<file path="src/rtl/seq_ctrl_pkg.sv">
// rtl/seq_ctrl_pkg.sv - shared types and constants for the serial pattern detector
package seq_ctrl_pkg;

    typedef enum logic [1:0] {
        IDLE  = 2'd0,
        ARMED = 2'd1,
        SHIFT = 2'd2,
        DONE  = 2'd3
    } seq_state_e;

    localparam logic [7:0] SEQ_DEF_PATTERN = 8'b0010_1001;
    localparam int         SEQ_DEF_LEN     = 6;

    function automatic int seq_len_w(input int pat_w);
        return $clog2(pat_w + 1);
    endfunction

endpackage

</file>
<file path="src/rtl/seq_matcher.sv">
// rtl/seq_matcher.sv - bit history, length-masked compare and registered match
module seq_matcher
    import seq_ctrl_pkg::*;
#(
    parameter int PAT_W = 8
) (
    input  logic                          clk,
    input  logic                          rst_n,
    input  logic                          clear,
    input  logic                          shift_en,
    input  logic                          bit_in,
    input  logic [PAT_W-1:0]              pattern,
    input  logic [seq_len_w(PAT_W)-1:0]   len,
    output logic                          hit,
    output logic                          match
);

    localparam int LEN_W = seq_len_w(PAT_W);

    logic [PAT_W-1:0] history_q, history_d, history_sh;
    logic [LEN_W-1:0] bits_seen_q, bits_seen_d, bits_seen_sh;
    logic             match_q, match_d;
    logic [LEN_W-1:0] len_eff;
    logic [PAT_W-1:0] len_mask;

    always_comb begin
        len_eff  = (len > LEN_W'(PAT_W)) ? LEN_W'(PAT_W) : len;
        len_mask = '0;
        for (int i = 0; i < PAT_W; i++) begin
            len_mask[i] = (i < int'(len_eff));
        end
        history_sh   = {history_q[PAT_W-2:0], bit_in};
        bits_seen_sh = (bits_seen_q >= LEN_W'(PAT_W)) ? LEN_W'(PAT_W)
                                                      : bits_seen_q + LEN_W'(1);
        // hit looks at the history as it will be after this bit lands
        hit = shift_en && (len_eff != '0) && (bits_seen_sh >= len_eff)
              && (((history_sh ^ pattern) & len_mask) == '0);

        history_d   = history_q;
        bits_seen_d = bits_seen_q;
        match_d     = hit;
        if (clear) begin
            history_d   = '0;
            bits_seen_d = '0;
            match_d     = 1'b0;
        end else if (shift_en) begin
            history_d   = history_sh;
            bits_seen_d = bits_seen_sh;
        end
    end

    always_ff @(posedge clk) begin
        if (!rst_n) begin
            history_q   <= '0;
            bits_seen_q <= '0;
            match_q     <= 1'b0;
        end else begin
            history_q   <= history_d;
            bits_seen_q <= bits_seen_d;
            match_q     <= match_d;
        end
    end

    assign match = match_q;

endmodule

</file>
<file path="src/rtl/seq_detect_ctrl.sv">
// rtl/seq_detect_ctrl.sv - byte serializer, control FSM, config and match counter
module seq_detect_ctrl
    import seq_ctrl_pkg::*;
#(
    parameter int               PAT_W       = 8,
    parameter int               CNT_W       = 8,
    parameter logic [PAT_W-1:0] DEF_PATTERN = PAT_W'(SEQ_DEF_PATTERN),
    parameter int               DEF_LEN     = SEQ_DEF_LEN
) (
    input  logic                        clk,
    input  logic                        rst_n,
    input  logic                        cfg_we,
    input  logic [PAT_W-1:0]            cfg_pattern,
    input  logic [seq_len_w(PAT_W)-1:0] cfg_len,
    input  logic [CNT_W-1:0]            cfg_limit,
    input  logic                        start,
    input  logic                        stop,
    input  logic                        in_valid,
    output logic                        in_ready,
    input  logic [7:0]                  in_data,
    output logic                        tone,
    output logic [CNT_W-1:0]            match_count,
    output logic                        busy,
    output logic                        done
);

    localparam int LEN_W = seq_len_w(PAT_W);

    seq_state_e       state_q, state_d;
    logic [PAT_W-1:0] pattern_q, pattern_d;
    logic [LEN_W-1:0] len_q, len_d;
    logic [CNT_W-1:0] limit_q, limit_d;
    logic [CNT_W-1:0] count_q, count_d, count_inc;
    logic [7:0]       shreg_q, shreg_d;
    logic [2:0]       bit_idx_q, bit_idx_d;
    logic             shift_en, matcher_clear, hit;

    assign shift_en      = (state_q == SHIFT) && !stop;
    assign matcher_clear = (stop && (state_q != IDLE))
                         || (start && !stop && ((state_q == IDLE) || (state_q == DONE)));

    seq_matcher #(.PAT_W(PAT_W)) u_matcher (
        .clk      (clk),
        .rst_n    (rst_n),
        .clear    (matcher_clear),
        .shift_en (shift_en),
        .bit_in   (shreg_q[7]),
        .pattern  (pattern_q),
        .len      (len_q),
        .hit      (hit),
        .match    (tone)
    );

    always_comb begin
        state_d   = state_q;
        pattern_d = pattern_q;
        len_d     = len_q;
        limit_d   = limit_q;
        count_d   = count_q;
        shreg_d   = shreg_q;
        bit_idx_d = bit_idx_q;
        count_inc = (count_q == '1) ? count_q : count_q + CNT_W'(1);
        case (state_q)
            IDLE: begin
                if (cfg_we) begin
                    pattern_d = cfg_pattern;
                    len_d     = cfg_len;
                    limit_d   = cfg_limit;
                end
                if (start && !stop) begin
                    state_d = ARMED;
                    count_d = '0;
                end
            end
            ARMED: begin
                if (stop) begin
                    state_d = IDLE;
                end else if (in_valid) begin
                    shreg_d   = in_data;
                    bit_idx_d = 3'd0;
                    state_d   = SHIFT;
                end
            end
            SHIFT: begin
                if (stop) begin
                    state_d = IDLE;
                end else begin
                    shreg_d   = {shreg_q[6:0], 1'b0};
                    bit_idx_d = bit_idx_q + 3'd1;
                    if (hit) count_d = count_inc;
                    // reaching the limit abandons the rest of the byte
                    if (hit && (limit_q != '0) && (count_inc == limit_q)) begin
                        state_d = DONE;
                    end else if (bit_idx_q == 3'd7) begin
                        state_d = ARMED;
                    end
                end
            end
            DONE: begin
                if (stop) begin
                    state_d = IDLE;
                end else if (start) begin
                    state_d = ARMED;
                    count_d = '0;
                end
            end
            default: state_d = IDLE;
        endcase
    end

    always_ff @(posedge clk) begin
        if (!rst_n) begin
            state_q   <= IDLE;
            pattern_q <= DEF_PATTERN;
            len_q     <= LEN_W'(DEF_LEN);
            limit_q   <= '0;
            count_q   <= '0;
            shreg_q   <= '0;
            bit_idx_q <= '0;
        end else begin
            state_q   <= state_d;
            pattern_q <= pattern_d;
            len_q     <= len_d;
            limit_q   <= limit_d;
            count_q   <= count_d;
            shreg_q   <= shreg_d;
            bit_idx_q <= bit_idx_d;
        end
    end

    assign in_ready    = (state_q == ARMED);
    assign busy        = (state_q == ARMED) || (state_q == SHIFT);
    assign done        = (state_q == DONE);
    assign match_count = count_q;

endmodule

</file>
<file path="config.mk">
export PLATFORM = sky130hd
export DESIGN_NAME = seq_detect_ctrl
export DESIGN_NICKNAME = d
export VERILOG_FILES = /design/src/rtl/seq_ctrl_pkg.sv /design/src/rtl/seq_matcher.sv /design/src/rtl/seq_detect_ctrl.sv
export SDC_FILE = /design/constraint.sdc
export NUM_CORES = 1
export LEC_CHECK = 0
export ABC_AREA = 0
export ABC_CLOCK_PERIOD_IN_PS = 7600
export BUFFER_PORTS_ARGS = -buffer_cell sky130_fd_sc_hd__buf_2
export CAP_MARGIN = 20
export CELL_PAD_IN_SITES_DETAIL_PLACEMENT = 0
export CELL_PAD_IN_SITES_GLOBAL_PLACEMENT = 1
export CORE_UTILIZATION = 25
export DETAILED_ROUTE_END_ITERATION = 12
export GPL_TIMING_DRIVEN = 0
export PLACE_DENSITY_LB_ADDON = 0.1
export SYNTH_ARGS = -nofsm -noshare
export SYNTH_HDL_FRONTEND = slang
export SYNTH_SLANG_ARGS = --single-unit
</file>
<file path="constraint.sdc">
create_clock -name clk -period 7.6 [get_ports clk]
set_input_delay 0.38 -clock clk [delete_from_list [all_inputs] [get_ports clk]]
set_output_delay 0.38 -clock clk [all_outputs]
set_load 0.01 [all_outputs]
</file>
; ---- Word-level counts from Yosys, hierarchy flattened
; Index checks and enable logic that the tools add are counted.
[word_totals]
inputBits = 34
out_inout_bits = 12
reg_bits = 53
word_cells = 94
[classes]
reduce_logical = 25
mux = 26
add_sub_neg = 3
n_bitwise = 3
order_cmp = 11
n_eq_ne = 16
[ops]
columns = operator, count
row1 = $mux W8, 9
row2 = $pmux W8 S3, 1
row3 = $lt A3 B4 Y1 const A, 4
row4 = $mux W2, 8
row5 = $pmux W8 S2, 1
row6 = $ne A2 B2 Y1 const B, 6
row7 = $logic_and A1 B1 Y1, 9
row8 = $mux W3, 3
row9 = $add A8 B1 Y8 const B, 1
row10 = $and A8 B8 Y8, 1
row11 = $eq A8 B8 Y1, 1
row12 = $eq A8 B8 Y1 const B, 1
row13 = $logic_not A8 Y1, 1
row14 = $lt A1 B4 Y1 const A, 2
row15 = $lt A2 B4 Y1 const A, 2
row16 = $mux W4, 2
row17 = $pmux W2 S4, 1
row18 = $reduce_and A4 Y1, 2
row19 = $reduce_bool A8 Y1, 1
row20 = $xor A8 B8 Y8, 1
row21 = $ne A3 B3 Y1 const B, 2
row22 = $pmux W3 S2, 1
row23 = $reduce_and A6 Y1, 1
row24 = $add A4 B1 Y4 const B, 1
row25 = other kinds (18), 22

; ---- Depth between registers and ports, before layout
; Gate-level depths: netlist (run 1).
[depth]
depth_word = 11
ltp_mapped = 12
mapped_depth_nobuf = 11

; ---- By module
; From an unflattened synthesis (run 1), not the netlist that was laid out.
[unflattened]
cells_unflattened = 365
area_unflattened_um2 = 2995.4
[by_module_without_submodules]
columns = mod, instances, seq_area_each_um2, cells_each, area_each_um2
row1 = seq_detect_ctrl, 1, 820.8, 284, 2250.9
row2 = seq_matcher, 1, 240.2, 81, 744.5

; ---- Worst setup path after synthesis (run 1)
; No wires, ideal clock.
[synth_timing]
path_type = reg2reg
from = reg count_q[0] (netlist: match_count[0])
to = reg state_q[0]
path_slack_ns = 4.976
stages_incl_launch_ff = 11
period_less_slack_ns = 2.624
path_buffers = 1
arrival_ns = 2.554
cell_sequence = dfxtp_1 > ha_1 > clkbuf_8 > and4_2 > o311a_1 > nor4_1 > o2111ai_1 > nor4_2 > a311oi_1 > or3_1 > a21oi_1
[synth_between]
elab_chain_cells = 7
word_cells_on_any_way = 10
classes_between = add/sub (1) / eq/ne (3) / mux (4) / reduce/logical (2)
[synth_lines]
columns = item, line
row1 = from (decl), seq_detect_ctrl.sv:33  ; logic [CNT_W-1:0] count_q, count_d, count_inc;
row2 = from (signal assigned), seq_detect_ctrl.sv:125  ; count_q <= count_d;
row3 = $add A8 B1 Y8 / $eq A8 B8 Y1 (equally long branches), seq_detect_ctrl.sv:62  ; count_inc = (count_q == '1) ? count_q : count_q + CNT_W'(1);
row4 = $mux W8 *, seq_detect_ctrl.sv:62
row5 = $eq A8 B8 Y1 *, seq_detect_ctrl.sv:92  ; if (hit && (limit_q != '0) && (count_inc == limit_q)) begin
row6 = $logic_and A1 B1 Y1 *, seq_detect_ctrl.sv:92
row7 = $mux W2, seq_detect_ctrl.sv:92
row8 = $mux W2, seq_detect_ctrl.sv:85  ; if (stop) begin
row9 = $pmux W2 S4, seq_detect_ctrl.sv:63  ; case (state_q)
row10 = to (signal assigned), seq_detect_ctrl.sv:121  ; state_q <= state_d;
row11 = to (decl), seq_detect_ctrl.sv:29  ; seq_state_e state_q, state_d;
; Every way passes the cells marked *; elsewhere a longest branch is shown, timed or not.
; A chain may end at the register's enable or synchronous reset.

; ---- Worst setup path after layout (run 1)
; Ends and elaborated chain as after synthesis.

==> results by group, run 1 <==
Power
  • Pwr/cell area: 201 nW/um2
  • Leak Pwr: 1.34 nW
  • P_int: 0.000488 W
  • Flop pwr share: 44.2%
  • Part of the power in combinational logic: 21.3%
  • Clock network fraction of total power: 34.4%
  • Sw Ratio: 31.7%
  • Switching power: 0.000226 W
  • Peak supply drop: 0.0873 mV

Drt
  • Via count: 2735
  • Count of antenna-violating nets left after detailed routing: 0
  • Via density: 4.81
  • Total Wirelength: 8740 um
  • WL/cell: 15.4 um
  • TritonRoute pass-1 iters: 10
  • DRC Markers: 2
  • Initial DRC count: 84

Yosys
  • Simple-gate area share of the yosys netlist: 23.0%
  • Largest family of logic cells by synthesized area: simple AND/OR/NAND/NOR gates
  • Largest cells by area after synthesis: dfxtp_1 35%, nand2_1 9.3%, a21oi_1 6.5%
  • Ys flop type: dfxtp_1
  • Gate Count Post-Synth: 374
  • Post-Synth XOR/XNOR Area: 4.68%
  • Post-synth ARST share: 0%
  • Mean Syn Cell Area: 8.01 um2
  • Multiplexer share of the synthesized area: 4.76%
  • Syn_nets: 422
  • Netlist Area Pre-Place: 3000 um2
  • Post-synth EDFFs: 0
  • Share of Yosys cell area claimed by the top area cell type: 35.4%
  • Flops & latches, synth: 53
  • Post-synth top area cell: dfxtp_1
  • Seq/Total Area, Yosys: 35.4%
  • Yosys warns: 0
  • Adder-cell share of the synthesized area: 5.85%
  • Compound-Gate Fraction of Synth Area: 19.6%
  • Synth cell types: 52

STA
  • Final Critical Period: 3.08 ns
  • Final setup TNS: 0 ns
  • Tcrit/Tclk final: 40.6%
  • Highest Clock Rate: 324 MHz
  • Rel. slew slack: 45.7%
  • Unrepaired setup endpoints after global routing: no
  • Worst Tran Pin Value: 0.812 ns
  • Worst Skew: 0.00317 ns
  • Final Hold Fails: 0
  • Final Setup Violations: 0
  • Slew Viols, Final: 0
  • Setup ws final: 4.52 ns

Worst setup path
  • R2R cell count: 10
  • Crit Path Max Fanout: 9
  • R2r startpoint: match_count[0]$_SDFFE_PN0P_
  • Worst EP required: 7.84 ns
  • Reg-to-reg setup timing slack: 4.52 ns
  • Worst Setup Path Type: reg2reg
  • Critical Path Start Type: register
  • Crit path DAT: 3.32 ns
  • Critical path endpoint category: register
  • Setup crit start: match_count[0]$_SDFFE_PN0P_
  • FF-to-FF End: state_q[0]$_SDFFE_PN0P_
  • Worst setup path endpoint: state_q[0]$_SDFFE_PN0P_

Floorplan
  • Area of the die: 12400 um2
  • Initial Util: 25.9%
  • Site Rows: 39
  • Core Footprint: 11600 um2
  • Die width: 111 um
  • Io pins: 46
  • Die Ht: 111 um

Place
  • Placed cells: 561
  • HPWL after detailed placement: 6480 um
  • DP Worst Slack: 4.52 ns
  • RD Place Congestion: 0.731
  • IO buf count: 44

Global route
  • Vias in the first global route: 2704
  • Largest net degree at the start of global routing: 17
  • Total Routing Usage GR: 14.8%
  • First-pass GRT wire length: 14300 um
  • Initial antenna violation count: 0
  • Overflow after GRT: 0

Worst hold path
  • Hold WC Path Type: in2reg

Finish
  • Final #Nets: 473
  • Ant diodes: 0
  • Commonest non-fill, non-tap cell in the layout: nand2_1
  • Share of layout cells above drive strength 1: 17.8%
  • Area delta synth->final: 18.4%
  • Most frequent cells in the layout: 74 x nand2_1, 53 x dfxtp_1, 46 x buf_2
  • Final cell count without fillers: 569

Clocking
  • Post-CTS Repair Setup Buffers: 0
  • CTS Buf Count: 5
  • Clock insertion delay at the later pin of the skew report: 0.31 ns
  • Post-cts hold buffer count: 0
  • Clock Sink Count: 53
  • Worst-path clk slew: 0.07 ns
  • CTS tree: done
  • CTS H-tree depth: 2
  • Post-CTS Resized: 0
  • Longest Clk Path Bufs: 2
  • CTS root buf: clkbuf_16

Run status
  • Status: finished with violations
  • Failing checks: design-rule violations

Run
  • Max_cap viols: 0
power by group through the flow:
stage	combinational, W	sequential (W)	clock [W]
after global placement	0.000154	0.000322	0
after floorplan	0.000108	0.000316	0
after CTS	0.000155	0.000316	0.000254
after global routing	0.000174	0.000320	0.000261
after detailed placement	0.000154	0.000322	0
final	0.000152	0.000316	0.000246
synth_stat cells (3+ instances only):
library cell and n:
a211oi_1 11, nor2_1 28, nand3_1 14, nor3_1 5
xnor2_1 13, clkbuf_1 13, o22ai_1 3, mux2i_1 12
ha_1 14, o31ai_1 3, a311oi_1 3, dfxtp_1 53
a21oi_1 39, nor4_1 4, and4_2 3, and2_1 3
xor2_1 3, nand2b_1 3, clkbuf_8 7, inv_1 11
nand2_1 74, o21ai_0 16
worst max-delay path, cell delays in order, from the launching register on:
cell	delay (ns)
dfxtp_1	0.41
ha_1	0.25
clkbuf_8	0.16
and4_2	0.23
o311a_1	0.28
nor4_1	0.31
o2111ai_1	0.20
nor4_2	0.46
a311oi_1	0.22
or3_1	0.38
a21oi_1	0.12
sequential cells by signal, summed over array words and instances, names as in the netlist:
name / flops
match_count: 8
bit_idx_q: 3
u_matcher.history_q: 7
pattern_q: 8
state_q: 2
u_matcher.bits_seen_q: 4
u_matcher.match: 1
len_q: 4
limit_q: 8
shreg_q: 8
stage by stage:
stage | instance area (um2) | hold WS (ns) | power, W | utilization, %
final | 3550 | 0.280 | 0.000714 | 30.7
after CTS | 3550 | 0.274 | 0.000725 | 30.7
after detailed placement | 3400 | 0.463 | 0.000477 | 29.4
after global placement | 3400 | 0.454 | 0.000476 | 29.4
after global routing | 3550 | 0.293 | 0.000754 | 30.7
after floorplan | 3000 | 0.448 | 0.000424 | -
cells by family (layout without fill, tap and decap cells):
family / Yosys count / in the layout
compound gates: 94 / 94
xor+xnor: 16 / 16
fa+ha+maj: 14 / 14
buf+inv: 34 / 86
flops: 53 / 53
mux: 14 / 14
simple gates: 149 / 149
layout make-up:
class                           count  area, um2
Timing Repair Buffer               44        220
Clock buffer                        6        139
Clock inverter                      2       13.8
Fill cell                        1267       8020
Tap cell                          143        179
Inverter                           12       45.0
Multi-Input combinational cell    287       1740
Sequential cell                    53       1060
Buffer                             22        155
worst min-delay path by stage:
stage / start / to / slack [ns] / cells past startpoint
after floorplan: pattern_q[7]$_SDFFE_PN0P_ / pattern_q[7]$_SDFFE_PN0P_ / 0.45 / 2
after global placement: u_matcher.history_q[6]$_SDFFE_PP0P_ / u_matcher.history_q[6]$_SDFFE_PP0P_ / 0.45 / 2
after detailed placement: pattern_q[1]$_SDFFE_PN0P_ / pattern_q[1]$_SDFFE_PN0P_ / 0.46 / 2
after CTS: cfg_pattern[0] / pattern_q[0]$_SDFFE_PN1P_ / 0.27 / 3
after global routing: cfg_len[1] / len_q[1]$_SDFFE_PN1P_ / 0.29 / 3
final: cfg_pattern[0] / pattern_q[0]$_SDFFE_PN1P_ / 0.28 / 3
per-layer routing:
| metal | track usage, % | wire (um) |
|---|---|---|
| met4 | 5.41 | 131 |
| met3 | 2.56 | 427 |
| met5 | 0 | 0 |
| met2 | 22.2 | 3570 |
| met1 | 21.2 | 4610 |
Power figures use the tool's default switching activity.
==> run 2, diff against run 1 <==
--- a/config.mk
+++ b/config.mk
@@ -6,7 +6,7 @@
 export NUM_CORES = 1
 export LEC_CHECK = 0
 export ABC_AREA = 0
-export ABC_CLOCK_PERIOD_IN_PS = 7600
+export ABC_CLOCK_PERIOD_IN_PS = 3100
 export BUFFER_PORTS_ARGS = -buffer_cell sky130_fd_sc_hd__buf_2
 export CAP_MARGIN = 20
 export CELL_PAD_IN_SITES_DETAIL_PLACEMENT = 0
==> constraint.sdc (replaced) <==
create_clock -name clk -period 3.1 [get_ports clk]
set_input_delay 0.155 -clock clk [delete_from_list [all_inputs] [get_ports clk]]
set_output_delay 0.155 -clock clk [all_outputs]
set_load 0.01 [all_outputs]
==> run 2 against run 1 <==
  * The flow still finishes with violations (design-rule violations)
  * Count of clock-buffer cells in the layout stayed put
  * Design area is 0.25% higher
  * Sequential share of layout area is 0.074 points lower
  * Wire length fell by 0.22%
  * Fmax up 7.6%
  * Setup slack worse by 4.3 ns
  * Global-route usage stayed put
  * Via count is essentially flat
  * Largest power group unchanged
  * Critical endpoint unchanged
  * Utilization grew 0.076 points
  * Largest cell class unchanged
==> results by group, run 2 (synthesis gave the netlist of run 1 again) <==
Finish
  • Area delta synth->final: 18.7%
  • Commonest non-fill, non-tap cell in the layout: nand2_1
  • Final cell count without fillers: 569
  • Most frequent cells in the layout: 74 x nand2_1, 53 x dfxtp_1, 46 x buf_2
  • Fill cells: 1266
  • Share of layout cells above drive strength 1: 17.8%
  • Ant diodes: 0
  • Final Instance Area: 3560 um2
  • Multi-input logic area: 1740 um2
  • Final #Nets: 473
  • Sequential cell area: 1060 um2

Clocking
  • Longest Clk Path Bufs: 2
  • Worst-path clk slew: 0.07 ns
  • Clock Sink Count: 53
  • CTS H-tree depth: 2
  • CTS root buf: clkbuf_16
  • Post-cts hold buffer count: 0
  • Clock insertion delay at the later pin of the skew report: 0.30 ns
  • CTS Buf Count: 5
  • Post-CTS Repair Setup Buffers: 0
  • CTS tree: done

Worst setup path
  • Crit-path max cell delay: 0.41 ns
  • Slowest CP cell: dfxtp_1
  • Worst Setup Path Type: reg2reg
  • CP Cell Sequence: ha_1 > clkbuf_8 > and4_2 > o311a_1 > nor4_1 > o2111ai_1 > nor4_4 > a311oi_1 > or3_1 > a21oi_1
  • Critical path endpoint category: register
  • Worst EP required: 3.34 ns
  • Critical Path Start Type: register
  • Crit Path Max Fanout: 9
  • Reg-to-reg setup timing slack: 0.23 ns
  • Crit path DAT: 3.10 ns

Floorplan
  • Die Ht: 111 um
  • Area of the die: 12400 um2
  • Io pins: 46
  • Core Footprint: 11600 um2
  • Initial Util: 25.9%
  • Die width: 111 um
  • Site Rows: 39

STA
  • Final Setup Violations: 0
  • Final Hold Fails: 0
  • Rel. slew slack: 45.7%
  • Slew Viols, Final: 0
  • Unrepaired setup endpoints after global routing: no
  • Hold slack: 0.0559 ns
  • Highest Clock Rate: 349 MHz
  • Worst Tran Pin Value: 0.811 ns
  • Setup ws final: 0.234 ns
  • Final setup TNS: 0 ns
  • Final Critical Period: 2.87 ns
  • Worst Skew: 0.00326 ns
  • Tcrit/Tclk final: 92.5%

Place
  • DP Worst Slack: 0.0193 ns
  • IO buf count: 44
  • Area after DPL: 3400 um2
  • RD Place Congestion: 0.731
  • HPWL after detailed placement: 6480 um
  • Placed cells: 561

Power
  • Clock network fraction of total power: 34.3%
  • Leak Pwr: 1.35 nW
  • Peak supply drop: 0.214 mV
  • Flop pwr share: 44.2%
  • Sw Ratio: 31.7%
  • Pwr/cell area: 493 nW/um2
  • Switching power: 0.000556 W
  • Part of the power in combinational logic: 21.5%
  • P_int: 0.00120 W

Drt
  • Via density: 4.81
  • Initial DRC count: 84
  • Count of antenna-violating nets left after detailed routing: 0
  • Total Wirelength: 8720 um
  • WL/cell: 15.3 um
  • Via count: 2736
  • DRC Markers: 2
  • TritonRoute pass-1 iters: 10

Run
  • Max_cap viols: 0

Global route
  • Largest net degree at the start of global routing: 17
  • Overflow after GRT: 0
  • First-pass GRT wire length: 14300 um
  • Total Routing Usage GR: 14.8%
  • Vias in the first global route: 2705
  • Initial antenna violation count: 0

Run status
  • Status: finished with violations
  • Failing checks: design-rule violations

Worst hold path
  • Hold WC Path Type: in2reg
run 2: area by class of cell:
cell class                 instances  share of cell area, %
clock buffer                       6                   3.90
tap                              143                   5.03
buffer                            22                   4.36
timing repair buffer              44                   6.19
clock inverter                     2                  0.387
multi-input combinational        287                   49.0
sequential                        53                   29.8
inverter                          12                   1.27
run 2: layer usage:
metal / routed length [um] / vias up / track usage [%]
met2: 3560 / 57 / 22.2
met1: 4620 / 1251 / 21.2
met3: 413 / 8 / 2.56
met4: 131 / 0 / 5.41
li1: - / 1420 / -
met5: 0 / - / 0
run 2: critical path: cells and delay by family, from the launching register on:
family / cells / cell delay [ns]
buffers and inverters: 1 / 0.16
AND/OR/NAND/NOR: 4 / 1.18
flip-flops: 1 / 0.41
adder cells (fa/ha/maj): 1 / 0.25
AO/OA/AOI/OAI: 4 / 0.81
run 2: timing repair:
item | CTS | global route
cloned | 0 | 0
setup endpoints to repair | 1 | 2
pin swaps | 1 | 0
hold endpoints to repair | 0 | 0
gates resized for setup | 0 | 1
run 2: power by group through the flow:
stage / logic, W / registers [W] / clock network, W
after floorplan: 0.000265 / 0.000774 / 0
after global placement: 0.000377 / 0.000790 / 0
after detailed placement: 0.000378 / 0.000790 / 0
after CTS: 0.000379 / 0.000775 / 0.000622
after global routing: 0.000430 / 0.000783 / 0.000641
final: 0.000377 / 0.000775 / 0.000602
run 2: worst paths after layout:
path	cells past startpoint	from	to
setup reg to reg	10	match_count[0]$_SDFFE_PN0P_	state_q[0]$_SDFFE_PN0P_
setup / recovery	10	match_count[0]$_SDFFE_PN0P_	state_q[0]$_SDFFE_PN0P_
hold / removal	3	cfg_pattern[0]	pattern_q[0]$_SDFFE_PN1P_
hold reg to reg	2	pattern_q[1]$_SDFFE_PN0P_	pattern_q[1]$_SDFFE_PN0P_
run 2: through the flow:
step,power (W),utilization (%)
3_3_place_gp,0.00117,29.4
4_1_cts,0.00178,30.7
6_report,0.00175,30.8
3_5_place_dp,0.00117,29.4
2_1_floorplan,0.00104,-
5_1_grt,0.00185,30.8
==> run 3, diff against run 2 <==
--- a/config.mk
+++ b/config.mk
@@ -6,7 +6,7 @@
 export NUM_CORES = 1
 export LEC_CHECK = 0
 export ABC_AREA = 0
-export ABC_CLOCK_PERIOD_IN_PS = 3100
+export ABC_CLOCK_PERIOD_IN_PS = 2950
 export BUFFER_PORTS_ARGS = -buffer_cell sky130_fd_sc_hd__buf_2
 export CAP_MARGIN = 20
 export CELL_PAD_IN_SITES_DETAIL_PLACEMENT = 0
@@ -15,6 +15,7 @@
 export DETAILED_ROUTE_END_ITERATION = 12
 export GPL_TIMING_DRIVEN = 0
 export PLACE_DENSITY_LB_ADDON = 0.1
+export SLEW_MARGIN = 20
 export SYNTH_ARGS = -nofsm -noshare
 export SYNTH_HDL_FRONTEND = slang
 export SYNTH_SLANG_ARGS = --single-unit
==> constraint.sdc (replaced) <==
create_clock -name clk -period 2.95 [get_ports clk]
set_input_delay 0.1475 -clock clk [delete_from_list [all_inputs] [get_ports clk]]
set_output_delay 0.1475 -clock clk [all_outputs]
set_load 0.01 [all_outputs]
==> run 3 against run 2 <==
  * The flow still finishes with violations (design-rule violations)
  * Sequential share of layout area is essentially flat
  * Non-clock buffer count is 1 higher
  * Register-to-register slack got worse by 0.02 ns
  * First-iteration DRC count is 2.4% lower
  * Largest power group unchanged
  * Setup slack got worse by 0.021 ns
  * Die area unchanged
  * Clock skew up 0.00099 ns
  * Count of clock-buffer cells in the layout did not move
  * Fmax rose by 4.7%
  * Sequential power grew 5.0%
  * Clock power up 4.5%
  * Highest routed layer unchanged
  * Power increased by 4.9%
==> results by group, run 3 (synthesis gave the netlist of run 1 again) <==
Floorplan
  • Site Rows: 39
  • Io pins: 46
  • Initial Util: 25.9%
  • Area of the die: 12400 um2
  • Die width: 111 um
  • Die Ht: 111 um
  • Core Footprint: 11600 um2

Clocking
  • CTS tree: done
  • Clock Sink Count: 53
  • CTS root buf: clkbuf_16
  • Worst-path clk slew: 0.07 ns
  • CTS Buf Count: 5
  • Longest Clk Path Bufs: 2
  • Post-cts hold buffer count: 0
  • CTS H-tree depth: 2
  • Clock insertion delay at the later pin of the skew report: 0.30 ns

STA
  • Final setup TNS: 0 ns
  • Setup ws final: 0.213 ns
  • Tcrit/Tclk final: 92.8%
  • Unrepaired setup endpoints after global routing: no
  • Final Setup Violations: 0
  • Rel. slew slack: 45.8%
  • Final Critical Period: 2.74 ns
  • Slew Viols, Final: 0
  • Hold slack: 0.0493 ns
  • Worst Tran Pin Value: 0.810 ns
  • Final Hold Fails: 0
  • Highest Clock Rate: 365 MHz
  • Worst Skew: 0.00425 ns

Finish
  • Area delta synth->final: 19.0%
  • Final #Nets: 474
  • Final Instance Area: 3570 um2
  • Share of layout cells above drive strength 1: 18.7%
  • Commonest non-fill, non-tap cell in the layout: nand2_1
  • Fill cells: 1268
  • Ant diodes: 0
  • Most frequent cells in the layout: 74 x nand2_1, 51 x dfxtp_1, 46 x buf_2

Worst setup path
  • Worst EP required: 3.19 ns
  • Buffers and inverters on the worst path: 2
  • Crit path DAT: 2.97 ns
  • Top delay family on crit path: simple AND/OR/NAND/NOR gates
  • CP Cell Sequence: ha_1 > clkbuf_8 > and4_2 > o311a_1 > nor4_2 > o2111ai_1 > nor4_2 > buf_4 > a311oi_1 > or3_1 > a21oi_1
  • Worst Setup Path Type: reg2reg
  • Crit-path max cell delay: 0.38 ns
  • Crit Path Max Fanout: 9
  • Critical Path Start Type: register
  • Critical path endpoint category: register
  • Most used cell, CP: nor4_2
  • Crit. path cell count: 11
  • R2R cell count: 11
  • Slowest CP cell: dfxtp_2

Global route
  • First-pass GRT wire length: 14300 um
  • Overflow after GRT: 0
  • Initial antenna violation count: 0
  • Total Routing Usage GR: 14.8%
  • Largest net degree at the start of global routing: 17
  • Vias in the first global route: 2713

Drt
  • Total Wirelength: 8720 um
  • Via density: 4.82
  • Count of antenna-violating nets left after detailed routing: 0
  • DRC Markers: 2
  • Initial DRC count: 82
  • Via count: 2749
  • TritonRoute pass-1 iters: 10
  • WL/cell: 15.3 um

Place
  • IO buf count: 44
  • HPWL after detailed placement: 6480 um
  • RD Place Congestion: 0.731
  • Area after DPL: 3400 um2
  • DP Worst Slack: -0.131 ns

Worst hold path
  • Hold path depth: 3
  • Hold WC Path Type: in2reg

Run status
  • Status: finished with violations
  • Failing checks: design-rule violations

Power
  • Leak Pwr: 1.35 nW
  • Pwr/cell area: 516 nW/um2
  • Peak supply drop: 0.225 mV

Run
  • Max_cap viols: 0
==> run 3: repair_timing <==
item,in CTS,in global routing
setup buffers,1,0
endpoints found under the setup margin,2,2
gates cloned,0,0
pin swaps,1,0
gates resized for setup,0,4
==> run 3: power breakdown <==
group | switching (W) | leakage [nW] | total [W] | internal, W
clock network | 0.000290 | 0.0768 | 0.000629 | 0.000339
registers | 0.0000502 | 0.432 | 0.000814 | 0.000764
logic | 0.000238 | 0.843 | 0.000397 | 0.000159
==> run 3: worst paths after layout <==
kind | start | end | slack (ns)
worst max-delay path | match_count[0]$_SDFFE_PN0P_ | state_q[0]$_SDFFE_PN0P_ | 0.21
worst min-delay path | cfg_pattern[0] | pattern_q[0]$_SDFFE_PN1P_ | 0.05
worst max register to register | match_count[0]$_SDFFE_PN0P_ | state_q[0]$_SDFFE_PN0P_ | 0.21
worst min register to register | pattern_q[1]$_SDFFE_PN0P_ | pattern_q[1]$_SDFFE_PN0P_ | 0.47
==> run 3: tightest hold or removal path: cells and delay by family <==
| family | cells | cell delay, ns |
|---|---|---|
| simple gates | 2 | 0.10 |
| buf+inv | 1 | 0.07 |
==> run 3: layout make-up <==
class                           instances  area, um2  area share (%)
Multi-Input combinational cell        287       1740            48.9
Buffer                                 22        155            4.35
Clock inverter                          2       13.8           0.386
Sequential cell                        53       1060            29.8
Clock buffer                            6        139            3.89
Inverter                               12       45.0            1.26
Tap cell                              143        179            5.02
Timing Repair Buffer                   45        228            6.39
==> run 3: metrics by stage <==
step	util, %	std cells	total power [W]
after floorplan	-	374	0.00109
after global placement	29.4	561	0.00123
after detailed placement	29.4	561	0.00123
after CTS	30.7	570	0.00187
after global routing	30.8	570	0.00195
final	30.8	570	0.00184
==> run 3: per-layer routing <==
layer | global-route usage, % | share of wire (%) | vias to the layer above
li1 | - | - | 1423
met1 | 21.2 | 53 | 1265
met2 | 22.2 | 41 | 53
met3 | 2.56 | 4.1 | 8
met4 | 5.41 | 1.5 | 0
met5 | 0 | 0 | -
